File: src/rtl/pipeline_ctrl.sv
// Central pipeline sequencer: merges hazard, memory-wait, MDU, branch and exception
// events into per-register enable/flush strobes and keeps a saturating stall counter.
module pipeline_ctrl #(
   parameter int EXC_DRAIN_CYCLES = 2,
   parameter int CNT_W            = 32
) (
   input  logic             clk,
   input  logic             rst,
   input  logic [3:0]       stall_C,
   input  logic             branch_taken,
   input  logic             exc_req,
   input  logic             mem_access_mem,
   input  logic             dmem_ready,
   input  logic             mdu_start,
   input  logic             mdu_done,
   output logic             pc_en,
   output logic             if_id_en,
   output logic             id_exe_en,
   output logic             exe_mem_en,
   output logic             mem_wb_en,
   output logic             if_id_flush,
   output logic             id_exe_flush,
   output logic             exe_mem_flush,
   output logic             mem_wb_flush,
   output logic             pc_sel_exc,
   output logic             mdu_abort,
   output logic [1:0]       state,
   output logic [CNT_W-1:0] stall_cnt
);

   // Hazard code meaning "no stall"; every other code behaves as an EXE stall.
   localparam logic [3:0] NON_STALL = 4'd0;
   localparam int DRAIN_W = $clog2(EXC_DRAIN_CYCLES + 1);

   typedef enum logic [1:0] {RUN = 2'd0, MEM_WAIT = 2'd1, MDU_WAIT = 2'd2, EXC_DRAIN = 2'd3} state_t;

   state_t             state_q, state_n;
   logic [DRAIN_W-1:0] drain_q, drain_n;
   logic               done_lat_q, done_lat_n;
   logic               mem_wait;
   logic               low_rules;

   assign mem_wait = mem_access_mem && !dmem_ready;
   assign state    = state_q;

   always_comb begin
      pc_en         = 1'b1;
      if_id_en      = 1'b1;
      id_exe_en     = 1'b1;
      exe_mem_en    = 1'b1;
      mem_wb_en     = 1'b1;
      if_id_flush   = 1'b0;
      id_exe_flush  = 1'b0;
      exe_mem_flush = 1'b0;
      mem_wb_flush  = 1'b0;
      pc_sel_exc    = 1'b0;
      mdu_abort     = 1'b0;
      state_n       = state_q;
      drain_n       = drain_q;
      done_lat_n    = done_lat_q;
      low_rules     = 1'b0;

      if (rst) begin
         {pc_en, if_id_en, id_exe_en, exe_mem_en, mem_wb_en}          = 5'b00000;
         {if_id_flush, id_exe_flush, exe_mem_flush, mem_wb_flush}     = 4'b1111;
         state_n    = RUN;
         drain_n    = '0;
         done_lat_n = 1'b0;
      end else if (exc_req && state_q != EXC_DRAIN) begin
         pc_sel_exc = 1'b1;
         mdu_abort  = (state_q == MDU_WAIT);
         {if_id_flush, id_exe_flush, exe_mem_flush, mem_wb_flush} = 4'b1111;
         state_n    = EXC_DRAIN;
         drain_n    = DRAIN_W'(EXC_DRAIN_CYCLES - 1);
         done_lat_n = 1'b0;
      end else begin
         case (state_q)
            EXC_DRAIN: begin
               pc_en       = 1'b0;
               if_id_flush = 1'b1;
               if (drain_q == '0) state_n = RUN;
               else               drain_n = drain_q - 1'b1;
            end
            MDU_WAIT: begin
               if (mem_wait) begin
                  // MEM stalls under the divider: hold EXE/MEM too, bubble into WB.
                  {pc_en, if_id_en, id_exe_en, exe_mem_en} = 4'b0000;
                  mem_wb_flush = 1'b1;
                  if (mdu_done) done_lat_n = 1'b1;
               end else if (mdu_done || done_lat_q) begin
                  state_n    = RUN;
                  done_lat_n = 1'b0;
                  low_rules  = 1'b1;
               end else begin
                  {pc_en, if_id_en, id_exe_en} = 3'b000;
                  exe_mem_flush = 1'b1;
               end
            end
            default: begin
               if (mem_wait) begin
                  {pc_en, if_id_en, id_exe_en, exe_mem_en} = 4'b0000;
                  mem_wb_flush = 1'b1;
                  state_n      = MEM_WAIT;
               end else if (mdu_start && !mdu_done) begin
                  {pc_en, if_id_en, id_exe_en} = 3'b000;
                  exe_mem_flush = 1'b1;
                  state_n       = MDU_WAIT;
               end else begin
                  state_n   = RUN;
                  low_rules = 1'b1;
               end
            end
         endcase

         if (low_rules) begin
            if (stall_C != NON_STALL) begin
               pc_en        = 1'b0;
               if_id_en     = 1'b0;
               id_exe_flush = 1'b1;
            end else if (branch_taken) begin
               if_id_flush = 1'b1;
            end
         end
      end
   end

   always_ff @(posedge clk) begin
      state_q    <= state_n;
      drain_q    <= drain_n;
      done_lat_q <= done_lat_n;
      if (rst)
         stall_cnt <= '0;
      else if (!pc_en && stall_cnt != {CNT_W{1'b1}})
         stall_cnt <= stall_cnt + CNT_W'(1);
   end

endmodule

File: config.mk
export PLATFORM = sky130hd
export DESIGN_NAME = pipeline_ctrl
export DESIGN_NICKNAME = d
export VERILOG_FILES = /design/src/rtl/pipeline_ctrl.sv
export SDC_FILE = /design/constraint.sdc
export NUM_CORES = 1
export LEC_CHECK = 0
export CORE_MARGIN = 5
export CORE_UTILIZATION = 50
export CTS_CLUSTER_DIAMETER = 30
export CTS_CLUSTER_SIZE = 12
export DETAILED_ROUTE_END_ITERATION = 16
export DONT_BUFFER_PORTS = 1
export GPL_TIMING_DRIVEN = 0
export PLACE_DENSITY_LB_ADDON = 0.1
export SLEW_MARGIN = 15
export SYNTH_ARGS = -nofsm -noshare
export SYNTH_HDL_FRONTEND = slang
export SYNTH_SLANG_ARGS = --single-unit
File: constraint.sdc
create_clock -name clk -period 1.9 [get_ports clk]
set_input_delay 0.285 -clock clk [delete_from_list [all_inputs] [get_ports clk]]
set_output_delay 0.285 -clock clk [all_outputs]
set_load 0.005 [all_outputs]
==> impl_metrics.csv <==
group,metric,value,unit
run_status,violations,"setup timing",
final_layout,fill_cells,355,
clock_network,clk_pin_slew_worst_paths,0.07,ns
synth,synth-compound-area-share,24.2,%
power,p_clk_share,36.4,%
timing,setup_violations,5,
synth,synth_fa_ha_area_share,1.10,%
floorplanning,fp-row-count,24,
clock_network,cts.sinks,37,
synth,synth_area,2280,µm²
final_layout,syn_to_final_growth,31.0,%
placement,post-place-ws,-0.445,ns
clock_network,cts_root_buf,"clkbuf_8",
timing,tns,-0.154,ns
floorplanning,die_y,77.5,µm
synth,yosysSeqAreaShare,32.5,%
placement,place_hpwl,4.44,mm
worst_setup_path,cp_cell_sequence,"buf_6, o21bai_4, a221oi_4, a31o_1, buf_6, buf_8",
floorplanning,die_x,77.5,µm
worst_setup_path,cp_slowest_stage_delay,0.34,ns
global_routing,antenna_found_initial,0,
final_layout,n_antenna_cell,0,
worst_setup_path,worstSetupPathType,"flip-flop to output pin",
global_routing,busiest_layer,"met2",
timing,finalHoldViolCount,0,
final_layout,stdcell_count,356,
synth,postSynthAreaPerCell,8.32,µm²
floorplanning,io_pins,57,
timing,rsz0062_at_grt,"true",
routing,viasPerCell,6.92,
global_routing,grt_pass1_wl,10.9,mm
routing,drt_wl_total,7.30,mm
global_routing,grt_pass1_vias,2152,
power,comb_power_share,14.5,%
timing,finalCritPeriodShare,103,%
synth,synth_xor_area_share,0,%
final_layout,utilization,68.2,%
synth,yosys.area_share.simple,32.3,%
synth,yosys_warnings,0,
worst_setup_path,cp_max_fo,7,
power,ir_drop,0.264,mV
min_path,min_path_type,"primary input to flip-flop",
synth,synth_mux_area_share,3.13,%
power,p_sw_share,28.3,%
placement,io_buffers,0,
synth,synth_top_family_by_area,"simple AND/OR/NAND/NOR gates",
global_routing,grt.total_usage,21.6,%
power,sequentialPowerShare,49.1,%
job,maxCapViolations,0,
worst_setup_path,cp.depth,6,
synth,netlist_top_cells_area,"dfxtp_1, a21oi_1, o31ai_1, or4_1, nand3_1",
power,power-per-cell-area,544,nW/µm²
final_layout,multiInputGateArea,1640,µm²
floorplanning,dieArea,6010,µm²
clock_network,clock_latency,0.30,ns
routing,drc_errors,0,
timing,max-slew-margin-rel,53.5,%
synth,syn_inst,274,
synth,synth_cell_types,58,
final_layout,nets,318,
timing,skew,0.00801,ns
timing,hold_slack,0.158,ns
routing,wl_per_cell,20.5,µm
routing,first_iter_violations,214,
placement,gp_congestion,0.790,
clock_network,ctsHoldBuffers,0,
synth,ys_top_cells_by_count,"dfxtp_1, a21oi_1, o31ai_1",
global_routing,grt_use_met1,25.7,%
synth,synth.most_common_cell,"dfxtp_1",
synth,async_reset_ff_share,0,%
timing,slew_viol_final,0,
synth,ys_seq_elements,37,
routing,ant_nets,0,
clock_network,cts_buffers,5,
final_layout,seqCellArea,795,µm²
min_path,hold_depth,2,
floorplanning,core,4380,µm²
synth,synth_ff_type,"dfxtp_1",
routing,drt_pass1_iterations,5,
synth,syn_nets,288,
worst_setup_path,crit_path_end_kind,"output pin",
global_routing,grt.met2_usage,37.0,%
timing,max_freq,0.511,GHz
worst_setup_path,cp_common_cell,"buf_6",
worst_setup_path,crit_slowest_cell,"dfxtp_2",
worst_setup_path,cpLargestDelayFamily,"compound AO/OA/AOI/OAI gates",
clock_network,cts_tree,"built",
worst_setup_path,crit_required,1.62,ns
timing,setup_ws,-0.0575,ns
global_routing,grt_max_degree,13,
global_routing,overflow,0,
floorplanning,start_util,52.0,%
worst_setup_path,arrival,1.67,ns
worst_setup_path,worst-path-buf-inv,3,
worst_setup_path,rr_worst_depth,7,
power,internal_power,0.00117,W
power,p_switching,0.000461,W
worst_setup_path,crit_path_start_kind,"flip-flop",
clock_network,clk_path_buf_depth,2,
global_routing,grtUsageMet3,7.75,%
clock_network,htreeDepth,2,
synth,synth_top_area_share,32.5,%
timing,period_needed,1.96,ns
power,p_leak,1.01,nW
timing,tightestPinTransition,0.691,ns
run_status,outcome,"finished with violations",
routing,num_vias,2462,
synth,yosysTopAreaCell,"dfxtp_1",
synth,synth-edff-count,0,
final_layout,drive_above_1_share,38.5,%
placement,dp_cells,326,
[area by class of cell]
class	count	area share (%)
clock inverter	1	0.251
sequential	37	26.6
tap	52	2.18
multi-input combinational	210	54.8
clock buffer	6	2.76
inverter	6	0.753
timing repair buffer	26	7.53
buffer	18	5.15
[cell families (layout without fill, tap and decap cells)]
kind of cell               after synthesis  count (layout)
adders and majority gates                2               2
buffers and inverters                   27              57
and+or+nand+nor                        122             122
AOI/OAI and AO/OA                       80              80
DFF                                     37              37
muxes                                    6               6
[layer usage]
| metal | vias up | share of wire, % | wire length, µm |
|---|---|---|---|
| met5 | - | 0 | 0 |
| met4 | 0 | 1.7 | 123 |
| met3 | 18 | 7.6 | 552 |
| met2 | 103 | 51 | 3690 |
| met1 | 1214 | 40 | 2940 |
| li1 | 1127 | - | - |
[power by group through the flow]
stage                     Sequential, W  Combinational, W  Clock (W)
after global routing           0.000801          0.000256   0.000643
after floorplan                0.000817          0.000134          0
final                          0.000799          0.000236   0.000592
after CTS                      0.000806          0.000222   0.000601
after detailed placement       0.000823          0.000174          0
after global placement         0.000822          0.000173          0
[through the flow]
stage | instance area [µm²] | power (W)
6_report | 2990 | 0.00163
4_1_cts | 2700 | 0.00163
5_1_grt | 2990 | 0.00170
3_5_place_dp | 2350 | 0.000997
2_1_floorplan | 2280 | 0.000951
3_3_place_gp | 2350 | 0.000996
[what timing repair did]
| action | 4_1_cts | 5_1_grt |
|---|---|---|
| setup buffers | 13 | 11 |
| gates cloned | 1 | 1 |
| pin swaps | 4 | 17 |
| gates resized for setup | 42 | 55 |
| endpoints found under the setup margin | 37 | 38 |
[cells in the final DEF (no fill, tap or decap), drive strengths merged, types with 2 or more instances in the layout]
master	instances
nand2	17
o31ai	18
or4b	2
or4	14
a21o	2
nor4	8
nand2b	3
and2	3
and4	6
a211oi	2
inv	5
clkbuf	12
nand3	13
o21ai	6
a221oi	2
a31oi	2
a311oi	2
or2	3
o21a	2
nor3	6
dfxtp	37
or3	3
o41ai	4
a31o	2
o311ai	2
o21bai	2
mux2	6
and3	6
ha	2
buf	37
nor2b	8
nor2	18
a21oi	29
nand4	10
[worst paths after layout]
kind / end / start / slack [ns]
max: pc_en / state[0] / -0.06
min: state[0] / exc_req / 0.16
max reg2reg: stall_cnt[6] / stall_cnt[0] / -0.04
min reg2reg: stall_cnt[27] / stall_cnt[27] / 0.50
[registers in the layout, summed over array words and instances, names as in the netlist]
register,count
done_lat_q,1
drain_q,2
stall_cnt,32
state,2
No activity file was read; power rests on OpenSTA's default activity.
